**src/rtl/mstreset_seq.sv**
```systemverilog
`default_nettype none
// ============================================================================
//  Module      : mstreset_seq
//  Description : Master reset sequencer. Synchronises the pin-level nreset,
//                holds every domain in reset for HOLD_CYCLES, then releases
//                NUM_CHAN domains in index order, STAGGER_CYCLES apart. A
//                software request re-runs the hold/release sequence.
//  Revision    : 1.0  initial release
// ============================================================================
module mstreset_seq #(
    parameter int NUM_CHAN       = 4,
    parameter int HOLD_CYCLES    = 16,
    parameter int STAGGER_CYCLES = 4,
    parameter int SYNC_STAGES    = 2
) (
    input  logic                clk,
    input  logic                nreset,
    input  logic                sw_rst_req,
    output logic [NUM_CHAN-1:0] chan_nreset,
    output logic                rst_done,
    output logic [7:0]          sw_rst_cnt
);

    typedef enum logic [1:0] {
        ST_SYNC    = 2'd0,
        ST_HOLD    = 2'd1,
        ST_RELEASE = 2'd2,
        ST_RUN     = 2'd3
    } state_t;

    localparam logic [7:0]          C_HOLD_LAST = 8'(HOLD_CYCLES - 1);
    localparam logic [7:0]          C_STAG_LAST = 8'(STAGGER_CYCLES - 1);
    localparam logic [NUM_CHAN-1:0] C_ALL       = '1;
    localparam logic [NUM_CHAN-1:0] C_FIRST     = C_ALL >> (NUM_CHAN - 1);

    logic [SYNC_STAGES-1:0] r_sync;
    state_t                 r_state;
    state_t                 w_state_d;
    logic [7:0]             r_cnt;
    logic [7:0]             w_cnt_d;
    logic [NUM_CHAN-1:0]    r_chan;
    logic [NUM_CHAN-1:0]    w_chan_d;
    logic                   r_done;
    logic                   w_done_d;
    logic [7:0]             r_swcnt;
    logic [7:0]             w_swcnt_d;

    logic                   w_sync_ok;
    logic                   w_sync_lead;
    logic                   w_sw_acc;
    logic [NUM_CHAN-1:0]    w_chan_step;
    logic [NUM_CHAN-1:0]    w_hold_rel;

    // The stage feeding sync_ok leads it by one edge; leaving SYNC on that
    // value makes the FSM enter HOLD on the very edge sync_ok rises.
    assign w_sync_ok   = r_sync[SYNC_STAGES-1];
    assign w_sync_lead = r_sync[SYNC_STAGES-2];

    // A request counts only once the reset is synchronised and the FSM is live.
    assign w_sw_acc    = sw_rst_req && w_sync_ok && (r_state != ST_SYNC);

    // Released bits are always a contiguous low-order run, so the next
    // release is a shift-in of one more 1.
    assign w_chan_step = (r_chan << 1) | C_FIRST;
    assign w_hold_rel  = (STAGGER_CYCLES == 0) ? C_ALL : C_FIRST;

    // Deassertion synchroniser: shifts in 1, cleared immediately by nreset.
    always_ff @(posedge clk or negedge nreset) begin
        if (!nreset) begin
            r_sync <= '0;
        end else begin
            r_sync <= {r_sync[SYNC_STAGES-2:0], 1'b1};
        end
    end

    // State, counters and registered outputs, all cleared by nreset.
    always_ff @(posedge clk or negedge nreset) begin
        if (!nreset) begin
            r_state <= ST_SYNC;
            r_cnt   <= 8'd0;
            r_chan  <= '0;
            r_done  <= 1'b0;
            r_swcnt <= 8'd0;
        end else begin
            r_state <= w_state_d;
            r_cnt   <= w_cnt_d;
            r_chan  <= w_chan_d;
            r_done  <= w_done_d;
            r_swcnt <= w_swcnt_d;
        end
    end

    // Next-state logic: hold count, staggered release, software restart.
    always_comb begin
        w_state_d = r_state;
        w_cnt_d   = r_cnt;
        w_chan_d  = r_chan;
        w_done_d  = r_done;
        w_swcnt_d = r_swcnt;

        case (r_state)
            ST_SYNC: begin
                if (w_sync_lead) begin
                    w_state_d = ST_HOLD;
                    w_cnt_d   = 8'd0;
                end
            end
            ST_HOLD: begin
                if (r_cnt == C_HOLD_LAST) begin
                    w_chan_d = w_hold_rel;
                    w_cnt_d  = 8'd0;
                    if (&w_hold_rel) begin
                        w_done_d  = 1'b1;
                        w_state_d = ST_RUN;
                    end else begin
                        w_state_d = ST_RELEASE;
                    end
                end else begin
                    w_cnt_d = r_cnt + 8'd1;
                end
            end
            ST_RELEASE: begin
                if (r_cnt == C_STAG_LAST) begin
                    w_chan_d = w_chan_step;
                    w_cnt_d  = 8'd0;
                    if (&w_chan_step) begin
                        w_done_d  = 1'b1;
                        w_state_d = ST_RUN;
                    end
                end else begin
                    w_cnt_d = r_cnt + 8'd1;
                end
            end
            ST_RUN: begin
                w_state_d = ST_RUN;
            end
            default: begin
                w_state_d = ST_SYNC;
            end
        endcase

        // A software request overrides any progress and restarts the hold.
        if (w_sw_acc) begin
            w_state_d = ST_HOLD;
            w_cnt_d   = 8'd0;
            w_chan_d  = '0;
            w_done_d  = 1'b0;
            w_swcnt_d = (r_swcnt != 8'hFF) ? (r_swcnt + 8'd1) : r_swcnt;
        end
    end

    assign chan_nreset = r_chan;
    assign rst_done    = r_done;
    assign sw_rst_cnt  = r_swcnt;

endmodule
`default_nettype wire

```
**config.mk**
```make
export PLATFORM = sky130hd
export DESIGN_NAME = mstreset_seq
export DESIGN_NICKNAME = d
export VERILOG_FILES = /design/src/rtl/mstreset_seq.sv
export SDC_FILE = /design/constraint.sdc
export NUM_CORES = 1
export LEC_CHECK = 0
export ABC_AREA = 1
export ABC_CLOCK_PERIOD_IN_PS = 2900
export BUFFER_PORTS_ARGS = -buffer_cell sky130_fd_sc_hd__buf_2
export CAP_MARGIN = 25
export CORE_MARGIN = 1.5
export CORE_UTILIZATION = 41
export DETAILED_ROUTE_END_ITERATION = 10
export GPL_TIMING_DRIVEN = 0
export PLACE_DENSITY_LB_ADDON = 0.05
export SYNTH_ARGS = -nofsm -noshare
export SYNTH_HDL_FRONTEND = slang
export SYNTH_SLANG_ARGS = --single-unit
```
**constraint.sdc**
```tcl
create_clock -name clk -period 2.9 [get_ports clk]
set_input_delay 0.58 -clock clk [delete_from_list [all_inputs] [get_ports clk]]
set_output_delay 0.58 -clock clk [all_outputs]
set_load 0.05 [all_outputs]
```
# ---- Yosys cells after proc, flatten, opt, wreduce, memory -nomap -nowiden
# Index checks and enable logic that the tools add are counted.
dict set report classes {
  mux 19
  add_sub_neg 2
  eq_ne 10
  n_reduce_logical 15
}
# cell n
set ops {}
lappend ops {{8-bit two-way mux} 4}
lappend ops {{8-bit case mux with 3 select lines} 1}
lappend ops {{8-bit by 1-bit adder with 8-bit output, second input constant} 2}
lappend ops {{4-bit two-way mux} 3}
lappend ops {{3-bit inequality test, second input constant} 4}
lappend ops {{2-bit two-way mux} 5}
lappend ops {{3-bit AND reduction} 3}
lappend ops {{8-bit by 2-bit equality test with 1-bit output, second input constant} 1}
lappend ops {{8-bit by 4-bit equality test with 1-bit output, second input constant} 1}
lappend ops {{8-bit inequality test, second input constant} 1}
lappend ops {{2-bit case mux with 4 select lines} 1}
lappend ops {{4-bit case mux with 2 select lines} 1}
lappend ops {{2-bit nonzero test} 4}
lappend ops {{2-bit equality test, second input constant} 2}
lappend ops {{1-bit two-way mux} 4}
lappend ops {{2-bit AND reduction} 2}
lappend ops {{4-bit AND reduction} 1}
lappend ops {{4-bit nonzero test} 1}
lappend ops {{3-bit nonzero test} 1}
lappend ops {{2-bit by 1-bit equality test with 1-bit output, second input constant} 1}
lappend ops {{1-bit logical AND} 2}
lappend ops {{2-bit logical NOT} 1}
dict set report word_totals {
  input_bits 3
  out_inout_bits 13
  wordCells 52
  regBits 25
}

# ---- Depth between registers and ports, before layout
dict set report depth {
  depth_word 5
  ltp_mapped 11
  ltp_nobuf 11
}

# ---- Worst setup path before layout
# OpenSTA, ideal clock, no wires.
dict set report synth_timing {
  kind {reg2reg}
  start {register r_swcnt[0], in the netlist sw_rst_cnt[0]}
  end {register r_swcnt[3], in the netlist sw_rst_cnt[3]}
  period_less_slack_ps 1716
  t_required_ps 2777
  arrival_ps 1592
  setup_ps 123
  path_slack_ps 1184
  path_stages_with_launch 9
  path_buffers 0
  path_cell_list {dfrtp_1 -> ha_1 -> nand3_1 -> nor2_2 -> nand3_1 -> nand2_2 -> nor2_1 -> nand2_1 -> nand2_1}
}
dict set report synth_between {
  elab_chain_len 2
  word_cells_on_any_way 3
  classes_between {add/sub (1); eq/ne (1); reduce/logical (1)}
}
# element line_no
set synth_lines {}
lappend synth_lines {{start: declaration} 45} ;# logic [7:0] r_swcnt;
lappend synth_lines {{start signal: assignment} 89} ;# r_swcnt <= w_swcnt_d;
lappend synth_lines {{branches (longest 2 deep; another with 8-bit by 1-bit adder with 8-bit output)} --}
# Several ways; the timed one is not identified.
# A chain may end at the register's enable or synchronous reset.

# ---- Worst setup path in the final report
dict set report layout_timing {
  start {register r_state[0]}
  end {register r_cnt[2]}
}
dict set report layout_between {
  elab_chain_len 4
  word_cells_on_any_way 10
  classes_between {eq/ne (3); mux (2); reduce/logical (5)}
}
# element line_no
set layout_lines {}
lappend layout_lines {{start: declaration} 37} ;# state_t r_state;
lappend layout_lines {{start signal: assignment} 85} ;# r_state <= w_state_d;
lappend layout_lines {{2-bit nonzero test} 60} ;# assign w_sw_acc = sw_rst_req && w_sync_ok && (r_state != ST_SYNC);
lappend layout_lines {{1-bit logical AND} 60}
lappend layout_lines {{3-bit inequality test (no line) or 4-bit nonzero test (tied branches)} --}
lappend layout_lines {{2-bit AND reduction (no line)} --}
lappend layout_lines {{end signal: assignment} 86} ;# r_cnt <= w_cnt_d;
lappend layout_lines {{end: declaration} 39} ;# logic [7:0] r_cnt;
# Parallel ways exist; a longest one is shown, timed or not.

==> metrics.md <==
| Metric | Value |
|---|---|
| Fillers | `356` |
| Syn Nets | `207` |
| Max-Cap Viols | `0` |
| CP endpoint kind | `register` |
| Diode count | `0` |
| FFs w/ async S/R, synth | `100%` |
| Final net count | `227` |
| Cells after Synth | `198` |
| Multi-input logic area | `757 µm²` |
| Register area | `626 µm²` |
| Type of origin of the critical path | `register` |
| Min-Delay Path Class | `in2async` |
| CTS resizes | `0` |
| Arrival @ worst endpoint | `1.89 ns` |
| Hold Fails Final Rpt | `0` |
| # rows | `21` |
| Least-Margin Pin Slew | `0.575 ns` |
| Critical Path Start | `r_state[0]` |
| Hold Buf Count CTS | `0` |
| Total power | `1.57 mW` |
| CTS H-tree depth | `1` |
| RSZ-0062 raised after global routing | `no` |
| Post-route ant nets | `0` |
| Worst path slowest cell | `dfrtp_1` |
| Initial antenna violation count | `0` |
| Core area | `3390 µm²` |
| Detailed-placement wirelength estimate | `2.22 mm` |
| Required time of the critical path | `3.12 ns` |
| Vias in the first global route | `1196` |
| Die area | `3980 µm²` |
| Yosys warnings | `0` |
| Most common cell in the netlist | `nand2_1` |
| Clock Sink Count | `25` |
| TritonCTS clock tree | `done` |
| Max-slew violation count | `0` |
| Critical path's most frequent cell | `inv_2` |
| Setup Fix Bufs, Post-CTS | `0` |
| Initial DRC count | `43` |
| Crit Path Category | `reg2reg` |
| Global-route usage over all layers | `16.7%` |
| Inserted Clock Buffers | `3` |
| Maximum vdd drop | `0.000467 V` |
| Top Family by Delay on Critical Path | `flip-flops` |
| Clock transition at path regs | `0.13 ns` |
| Post-DR vias/cell | `4.79` |
| Clock tree buffer depth | `2` |
| Top_reg_cell synth | `dfrtp_1` |
| Die Ht | `63.1 µm` |
| Final Cycle Share | `57.4%` |
| Yosys reg bits | `25` |
| Post-Route WL | `2.93 mm` |
| GRT overflow | `0` |
| CP peak stage delay | `0.44 ns` |
| Die width | `63.1 µm` |
| Initial core utilization | `43.7%` |
| DRC Markers | `0` |
| Number of synthesized flops with an enable pin | `0` |
| Post-synthesis mux area share | `0%` |
| Synth top cells by count | `nand2_1, dfrtp_1, inv_1` |
| Critical path, cell by cell | `inv_1 > ha_1 > inv_2 > nor2_2 > inv_2 > nand2_2 > inv_2 > nand2_1 > nand2_1 > inv_1 > a21oi_1` |
| Power Dens Cells | `954 nW/µm²` |
| Complex-gate fraction of the synthesized area | `6.67%` |
| WP buf/inv | `5` |
| Largest family of logic cells by synthesized area | `simple AND/OR/NAND/NOR gates` |
| XOR/XNOR Fraction of Synth Area | `2.36%` |
| Synth-to-layout area growth | `10.7%` |
| I/O pin count | `16` |
| Crit-path max FO | `8` |
| Via count | `1259` |
| Area contributors post-synth | `dfrtp_1, nand2_1, nand3_1` |
| Synth Area in Simple Gates | `36.7%` |
| Mapped Area | `1480 µm²` |
| RD Place Congestion | `0.766` |
| R2r startpoint | `r_state[0]` |
| Final min period | `1.66 ns` |
| First-pass GRT wire length | `5.34 mm` |
| Largest net degree at the start of global routing | `26` |
| Synth top area share | `42.2%` |
| Relative slew slack | `61.7%` |
| Final Skew | `0.00209 ns` |
| Setup_tns | `0 ns` |
| FMAX | `601 MHz` |
| Syn avg cell area | `7.48 µm²` |
| DR pass1 iterations | `4` |
| Final setup vio count | `0` |
| Leak pwr | `0.846 nW` |
| Distinct cells, synth | `26` |
| Wire length per cell | `11.1 µm` |
| Sequential area share after synthesis | `42.2%` |
| Post-Synth Adder-Cell Area | `5.07%` |
| CTS Root Cell | `clkbuf_4` |
| Area leader, netlist | `dfrtp_1` |
| Status | `complete, no violations` |
| Number of port buffers | `15` |
| Layout cell share with drive strength beyond 1 | `18.4%` |
| Clock Latency Late Sink | `0.32 ns` |
## where the power goes
part           total, mW  switching [mW]  leakage, nW  internal (mW)
logic              0.897           0.633        0.512          0.263
registers          0.510          0.0793        0.320          0.431
clock network      0.158           0.105       0.0150         0.0539
total               1.57           0.817        0.846          0.748
## worst reg2reg max path: cells and delay by family, from the launching register on
family,cells,cell delay [ns]
buffers and inverters,5,0.40
flip-flops,1,0.44
adder cells (fa/ha/maj),1,0.26
AO/OA/AOI/OAI,1,0.03
AND/OR/NAND/NOR,4,0.43
## layout make-up
type	count	area share, %
inverter	25	5.72
timing repair buffer	15	4.58
buffer	1	0.305
clock buffer	4	1.60
sequential	25	38.1
multi-input combinational	147	46.1
tap	46	3.51
## layer usage
layer,routed length (µm),up-vias,part of all wire (%),track usage (%)
li1,-,662,-,-
met4,45,0,1.5,6.67
met1,1480,577,50,22.3
met5,0,-,0,0
met2,1330,16,45,27.1
met3,76,4,2.6,2.68
## logic make-up (layout without fill, tap and decap cells)
kind of cell | count (synthesis) | in the layout
and+or+nand+nor | 118 | 118
buffers and inverters | 26 | 45
DFF | 25 | 25
AOI/OAI and AO/OA | 18 | 18
adders and majority gates | 6 | 6
xor gates and xnor gates | 4 | 4
other | 1 | 1
## flip-flops by register name, summed over array words and instances, names as in the netlist
signal	count
r_cnt	8
sw_rst_cnt	8
chan_nreset	4
r_state	2
r_sync	2
rst_done	1
## layout by cell type, fill, tap and decap left out, drive strengths merged
| cell | n |
|---|---|
| a21oi | 8 |
| buf | 15 |
| clkbuf | 5 |
| conb | 1 |
| dfrtp | 25 |
| ha | 6 |
| inv | 25 |
| nand2 | 68 |
| nand3 | 18 |
| nand3b | 1 |
| nand4 | 3 |
| nor2 | 24 |
| nor3 | 4 |
| o21ai | 8 |
| o21bai | 1 |
| o31ai | 1 |
| xnor2 | 3 |
| xor2 | 1 |
## path summary, 6_finish.rpt
check / endpoint / slack [ns] / depth (start not counted)
worst max-delay path: r_cnt[2] / 1.24 / 11
worst min-delay path: chan_nreset[3] / 0.23 / 1
worst max register to register: r_cnt[2] / 1.24 / 11
worst min register to register: r_sync[1] / 0.41 / 0
max in group asynchronous: r_cnt[3] / 2.29 / 1
min in group clk: r_sync[1] / 0.41 / 0
## stage by stage
step	utilization (%)	worst slack, ns	cell area, µm²	std cells	hold slack (ns)
after floorplan	-	1.18	1480	198	0.284
after global placement	47.6	1.29	1610	259	0.384
after detailed placement	47.6	1.25	1610	259	0.389
after CTS	48.4	1.24	1640	263	0.250
after global routing	48.4	1.06	1640	263	0.264
final	48.4	1.24	1640	263	0.231
(Power assumes the default switching activity.)
